### config.mk
export PLATFORM = sky130hd
export DESIGN_NAME = alu_arbiter
export DESIGN_NICKNAME = d
export VERILOG_FILES = /design/src/rtl/alu_arbiter.sv
export SDC_FILE = /design/constraint.sdc
export NUM_CORES = 1
export LEC_CHECK = 0
export ABC_CLOCK_PERIOD_IN_PS = 2200
export BUFFER_PORTS_ARGS = -buffer_cell sky130_fd_sc_hd__buf_2
export CAP_MARGIN = 25
export CELL_PAD_IN_SITES_DETAIL_PLACEMENT = 1
export CELL_PAD_IN_SITES_GLOBAL_PLACEMENT = 2
export CORE_UTILIZATION = 18
export DETAILED_ROUTE_END_ITERATION = 10
export HOLD_SLACK_MARGIN = 0.15
export PLACE_DENSITY_LB_ADDON = 0.1
export SLEW_MARGIN = 20
export SYNTH_ARGS = -nofsm -noshare
export SYNTH_HDL_FRONTEND = slang
export SYNTH_SLANG_ARGS = --single-unit
### constraint.sdc
create_clock -name clk -period 2.2 [get_ports clk]
set_input_delay 0.33 -clock clk [delete_from_list [all_inputs] [get_ports clk]]
set_output_delay 0.33 -clock clk [all_outputs]
set_load 0.005 [all_outputs]
### src/rtl/alu_arbiter.sv
// Round-robin arbiter sharing one combinational ALU among NREQ requesters; result captured with id/tag.
// Latency: 1 cycle from request handshake to resp_valid; 1 result/cycle with resp_ready held high.
// Backpressure: req_ready drops while the response register is full and not draining; resp_* held stable.
module alu_arbiter #(
  parameter int NREQ = 2,
  parameter int TAGW = 5,
  parameter int CNTW = 32,
  parameter int IDW  = $clog2(NREQ)
) (
  input  logic                 clk,
  input  logic                 rstn,
  input  logic [NREQ-1:0]      req_valid,
  output logic [NREQ-1:0]      req_ready,
  input  logic [4*NREQ-1:0]    req_aluop,
  input  logic [32*NREQ-1:0]   req_op1,
  input  logic [32*NREQ-1:0]   req_op2,
  input  logic [TAGW*NREQ-1:0] req_tag,
  output logic [3:0]           alu_op,
  output logic [31:0]          alu_op1,
  output logic [31:0]          alu_op2,
  input  logic [31:0]          alu_result,
  output logic                 resp_valid,
  input  logic                 resp_ready,
  output logic [31:0]          resp_data,
  output logic [IDW-1:0]       resp_id,
  output logic [TAGW-1:0]      resp_tag,
  output logic [CNTW-1:0]      stall_cnt
);

  localparam logic [IDW:0] NREQ_X = (IDW+1)'(NREQ);

  logic           any_valid;
  logic           can_issue;
  logic           hs;
  logic [IDW-1:0] ptr;
  logic [IDW-1:0] gnt;
  logic [IDW:0]   idx;
  logic [IDW-1:0] idx_n;
  logic [TAGW-1:0] gnt_tag;

  assign any_valid = |req_valid;
  // Single-entry response register can refill in the same cycle it drains.
  assign can_issue = !resp_valid || resp_ready;
  assign hs        = |(req_valid & req_ready);

  // Round-robin search starting at ptr, wrapping modulo NREQ.
  always_comb begin
    gnt   = '0;
    idx   = '0;
    idx_n = '0;
    for (int k = NREQ - 1; k >= 0; k--) begin
      idx = {1'b0, ptr} + (IDW+1)'(k);
      if (idx >= NREQ_X) begin
        idx = idx - NREQ_X;
      end
      idx_n = idx[IDW-1:0];
      // Scanning from the far end down lets the closest valid requester win last.
      if (req_valid[idx_n]) begin
        gnt = idx_n;
      end
    end
  end

  // One-hot ready to the granted requester; forced low while reset is asserted.
  always_comb begin
    req_ready = '0;
    for (int i = 0; i < NREQ; i++) begin
      req_ready[i] = rstn && any_valid && can_issue && (gnt == IDW'(i));
    end
  end

  // Steer the granted payload onto the ALU; requester 0 when idle (don't-care).
  always_comb begin
    alu_op  = req_aluop[3:0];
    alu_op1 = req_op1[31:0];
    alu_op2 = req_op2[31:0];
    gnt_tag = req_tag[TAGW-1:0];
    for (int i = 0; i < NREQ; i++) begin
      if (any_valid && gnt == IDW'(i)) begin
        alu_op  = req_aluop[i*4 +: 4];
        alu_op1 = req_op1[i*32 +: 32];
        alu_op2 = req_op2[i*32 +: 32];
        gnt_tag = req_tag[i*TAGW +: TAGW];
      end
    end
  end

  // Response register and round-robin pointer: fill on handshake, clear on drain.
  always_ff @(posedge clk or negedge rstn) begin
    if (!rstn) begin
      resp_valid <= 1'b0;
      resp_data  <= '0;
      resp_id    <= '0;
      resp_tag   <= '0;
      ptr        <= '0;
    end else if (hs) begin
      resp_valid <= 1'b1;
      resp_data  <= alu_result;
      resp_id    <= gnt;
      resp_tag   <= gnt_tag;
      if (gnt == IDW'(NREQ - 1)) begin
        ptr <= '0;
      end else begin
        ptr <= gnt + IDW'(1);
      end
    end else if (resp_ready) begin
      resp_valid <= 1'b0;
    end
  end

  // Saturating count of cycles where work is waiting but the response slot is blocked.
  always_ff @(posedge clk or negedge rstn) begin
    if (!rstn) begin
      stall_cnt <= '0;
    end else if (any_valid && !can_issue && stall_cnt != {CNTW{1'b1}}) begin
      stall_cnt <= stall_cnt + CNTW'(1);
    end
  end

endmodule

==> impl_metrics.csv <==
group,metric,value,unit
worst_setup_path,endpoint_kind,"output port",
outcome,status,"complete, no violations",
clock_tree,cts_tree,"built",
worst_setup_path,start_kind,"register",
finish,seqCellArea,1800,µm²
placed_design,dp_hpwl,16100,µm
finish,fin_cells,1028,
finish,final_common_cell,"buf_2",
clock_tree,clock-root-buffer,"clkbuf_16",
sta,rsz0062_at_grt,"yes",
finish,drive_above_1_share,0.602,
yosys,syn_nets,581,
global_routing,grt_pass1_wl,28400,µm
worst_setup_path,critical_path_class,"register to output port",
floorplanning,rows,53,
sta,clock.fmax,469,MHz
worst_setup_path,crit_arrival,1800,ps
worst_setup_path,crit_path_max_incr_delay,400,ps
finish,area_delta_synth_final,63.5,%
yosys,synth_edf_count,0,
yosys,netlist_instances,397,
clock_tree,clk_latency,340,ps
finish,fillCellCount,2574,
route,drt-initial-drc-count,100,
route,avgViaCountPerCell,4.19,
floorplanning,die_y,150,µm
global_routing,grt_max_degree,44,
finish,most-common-layout-cells,"buf_2 (322), nand2_1 (108), dfrtp_1 (72)",
route,wl_per_cell,19.2,µm
route,vias,4311,
route,dr.pass1.iters,4,
yosys,yosysTopAreaCell,"dfrtp_1",
worst_setup_path,critPathBufInv,4,
floorplanning,die_area,22600,µm²
clock_tree,clk_path_buf_depth,2,
worst_setup_path,cp_slowest_cell,"dfrtp_1",
sta,fin_crit_sh,0.969,
yosys,async_flop_share,1.00,
finish,utilization,0.304,
min_path,hold_depth,3,
clock_tree,cts_sinks,72,
placed_design,placed_cells,1001,
route,ant_nets,0,
route,drcViolationCount,0,
yosys,synth.cell_area,3960,µm²
route,routed_wl,19700,µm
worst_setup_path,cpLargestDelayFamily,"buffers and inverters",
finish,fin_nets,926,
yosys,avgSynthCellArea,9.98,µm²
finish,multi_input_area,2090,µm²
global_routing,track_usage,0.171,
sta,slew_viol_final,0,
min_path,min_to,"resp_data[12]",
yosys,ys_seq_elements,72,
yosys,yosysSeqAreaShare,0.455,
clock_tree,clk_pin_slew,60,ps
sta,fin_skew,6.72,ps
worst_setup_path,worstPathRequired,1870,ps
floorplanning,core_area,21300,µm²
worst_setup_path,cp_max_fo,15,
global_routing,grt_pass1_vias,4653,
global_routing,grt-ovfl-total,0,
clock_tree,htreeDepth,3,
power,p_leak,0.00354,µW
sta,period_minus_slack,2130,ps
global_routing,antenna_found_initial,12,
placed_design,port_buffers,323,
power,ir_worst_vdd,0.000316,V
clock_tree,numCtsBuffers,9,
power,power,4250,µW
flow_run,cap_violations,0,
worst_setup_path,cp_cell_sequence,"o21ai_4 > buf_12 > buf_6 > buf_12 > mux2_2 > buf_2",
placed_design,routabilityCongestion,0.753,
yosys,synth_area_leaders,"dfrtp_1 (45%), mux2_2 (20%), nand2_1 (10%)",
sta,finalSetupViolations,0,
worst_setup_path,reg2reg_to,"stall_cnt[1]",
worst_setup_path,crit_top_cell,"buf_12",
min_path,hp-class,"input port to register",
min_path,worstHoldStart,"alu_result[12]",
floorplanning,start_util,0.186,
yosys,synth_flop_cell,"dfrtp_1",
floorplanning,die_w,150,µm
floorplanning,ios,324,
sta,max-slew-margin-rel,0.423,
yosys,netlist.area_leader.share,0.455,
power,p_per_area,656,nW/µm²
sta,finalHoldViolations,0,
sta,tightest_slew,860,ps
worst_setup_path,regToRegStartpoint,"stall_cnt[0]",
worst_setup_path,reg2regPathDepth,6,
worst_setup_path,r2r_setup_slack,130,ps
yosys,yosysWarningCount,0,
yosys,ys_types,36,
-- through the flow --
step	area (µm²)	hold WS (ps)	setup WS [ps]	setup TNS, ps
floorplan	3960	34.4	54.0	0
global placement	6080	454	144	0
finish	6480	175	68.2	0
global route	6470	166	-1.89	-1.89
CTS	6400	159	3.46	0
detailed placement	6080	455	116	0
-- Yosys cell counts (2+ instances only) --
cell type,number
xnor2_1,15
xor2_1,14
nor3_1,11
nand3_1,11
mux2i_1,5
nand2b_1,2
clkbuf_1,13
nand3_2,3
and3_1,3
dfrtp_1,72
nor2_1,18
nand2_1,108
and3_2,2
nor4_1,3
nand4_1,16
mux2_2,70
o21ai_0,7
buf_6,2
buf_2,5
-- timing repair --
action / in CTS / in global routing
setup buffers: 2 / 1
pin swaps: 1 / 1
cloned: 0 / 1
hold buffers: 1 / 0
endpoints found under the setup margin: 10 / 21
hold endpoints to repair: 30 / 0
gates resized for setup: 0 / 5
-- worst register-to-register path, cell delays in order (launching register included) --
cell and delay [ps]:
dfrtp_1 350, ha_1 180, nand4_1 140, or3_1 410, or4_4 420, nand2_1 120, mux2_2 340
-- sequential cells by signal (all words and copies together) (netlist names) --
register    flops
resp_tag        5
ptr             1
stall_cnt      32
resp_data      32
resp_valid      1
resp_id         1
-- per-layer routing --
layer	routed length (µm)	part of all wire	global-route usage	vias up
li1	-	-	-	2062
met1	8340	0.42	0.220	2047
met2	9010	0.46	0.256	161
met3	2040	0.10	0.0806	29
met4	232	0.012	0.0384	12
met5	80	0.0041	0	-
-- power by group --
group / leakage [µW] / internal (µW) / total [µW] / switching (µW)
logic: 0.00246 / 605 / 1150 / 542
registers: 0.000930 / 1490 / 1590 / 109
clock network: 0.000150 / 937 / 1510 / 575
-- worst max-delay path by stage --
stage	startpoint	end	slack, ps	cells after the start
after floorplan	stall_cnt[0]	stall_cnt[1]	50	6
final	ptr	alu_op2[6]	70	6
after global placement	stall_cnt[0]	stall_cnt[1]	140	6
after global routing	ptr	alu_op2[6]	-2	6
after detailed placement	stall_cnt[0]	stall_cnt[1]	120	6
after CTS	ptr	alu_op2[5]	3	5
-- cells by family (layout without fill, tap and decap cells) --
logic type                 after synthesis  count (layout)  synth area share
AOI/OAI and AO/OA                       12              12            0.0183
muxes                                   75              75             0.211
adders and majority gates                1               1           0.00316
xor gates and xnor gates                29              29            0.0641
buffers and inverters                   21             371            0.0253
and+or+nand+nor                        187             187             0.223
other                                    0               6                 0
DFF                                     72              72             0.455
-- cell type report --
type / instances / area share
clock inverters: 3 / 0.00618
clock buffers: 13 / 0.0402
diodes: 6 / 0.00232
repair buffers: 354 / 0.298
inverters: 1 / 0.000579
flip-flops and latches: 72 / 0.278
multi-input cells: 304 / 0.322
well taps: 275 / 0.0531
Note: power is estimated with default switching activity, not from simulation.
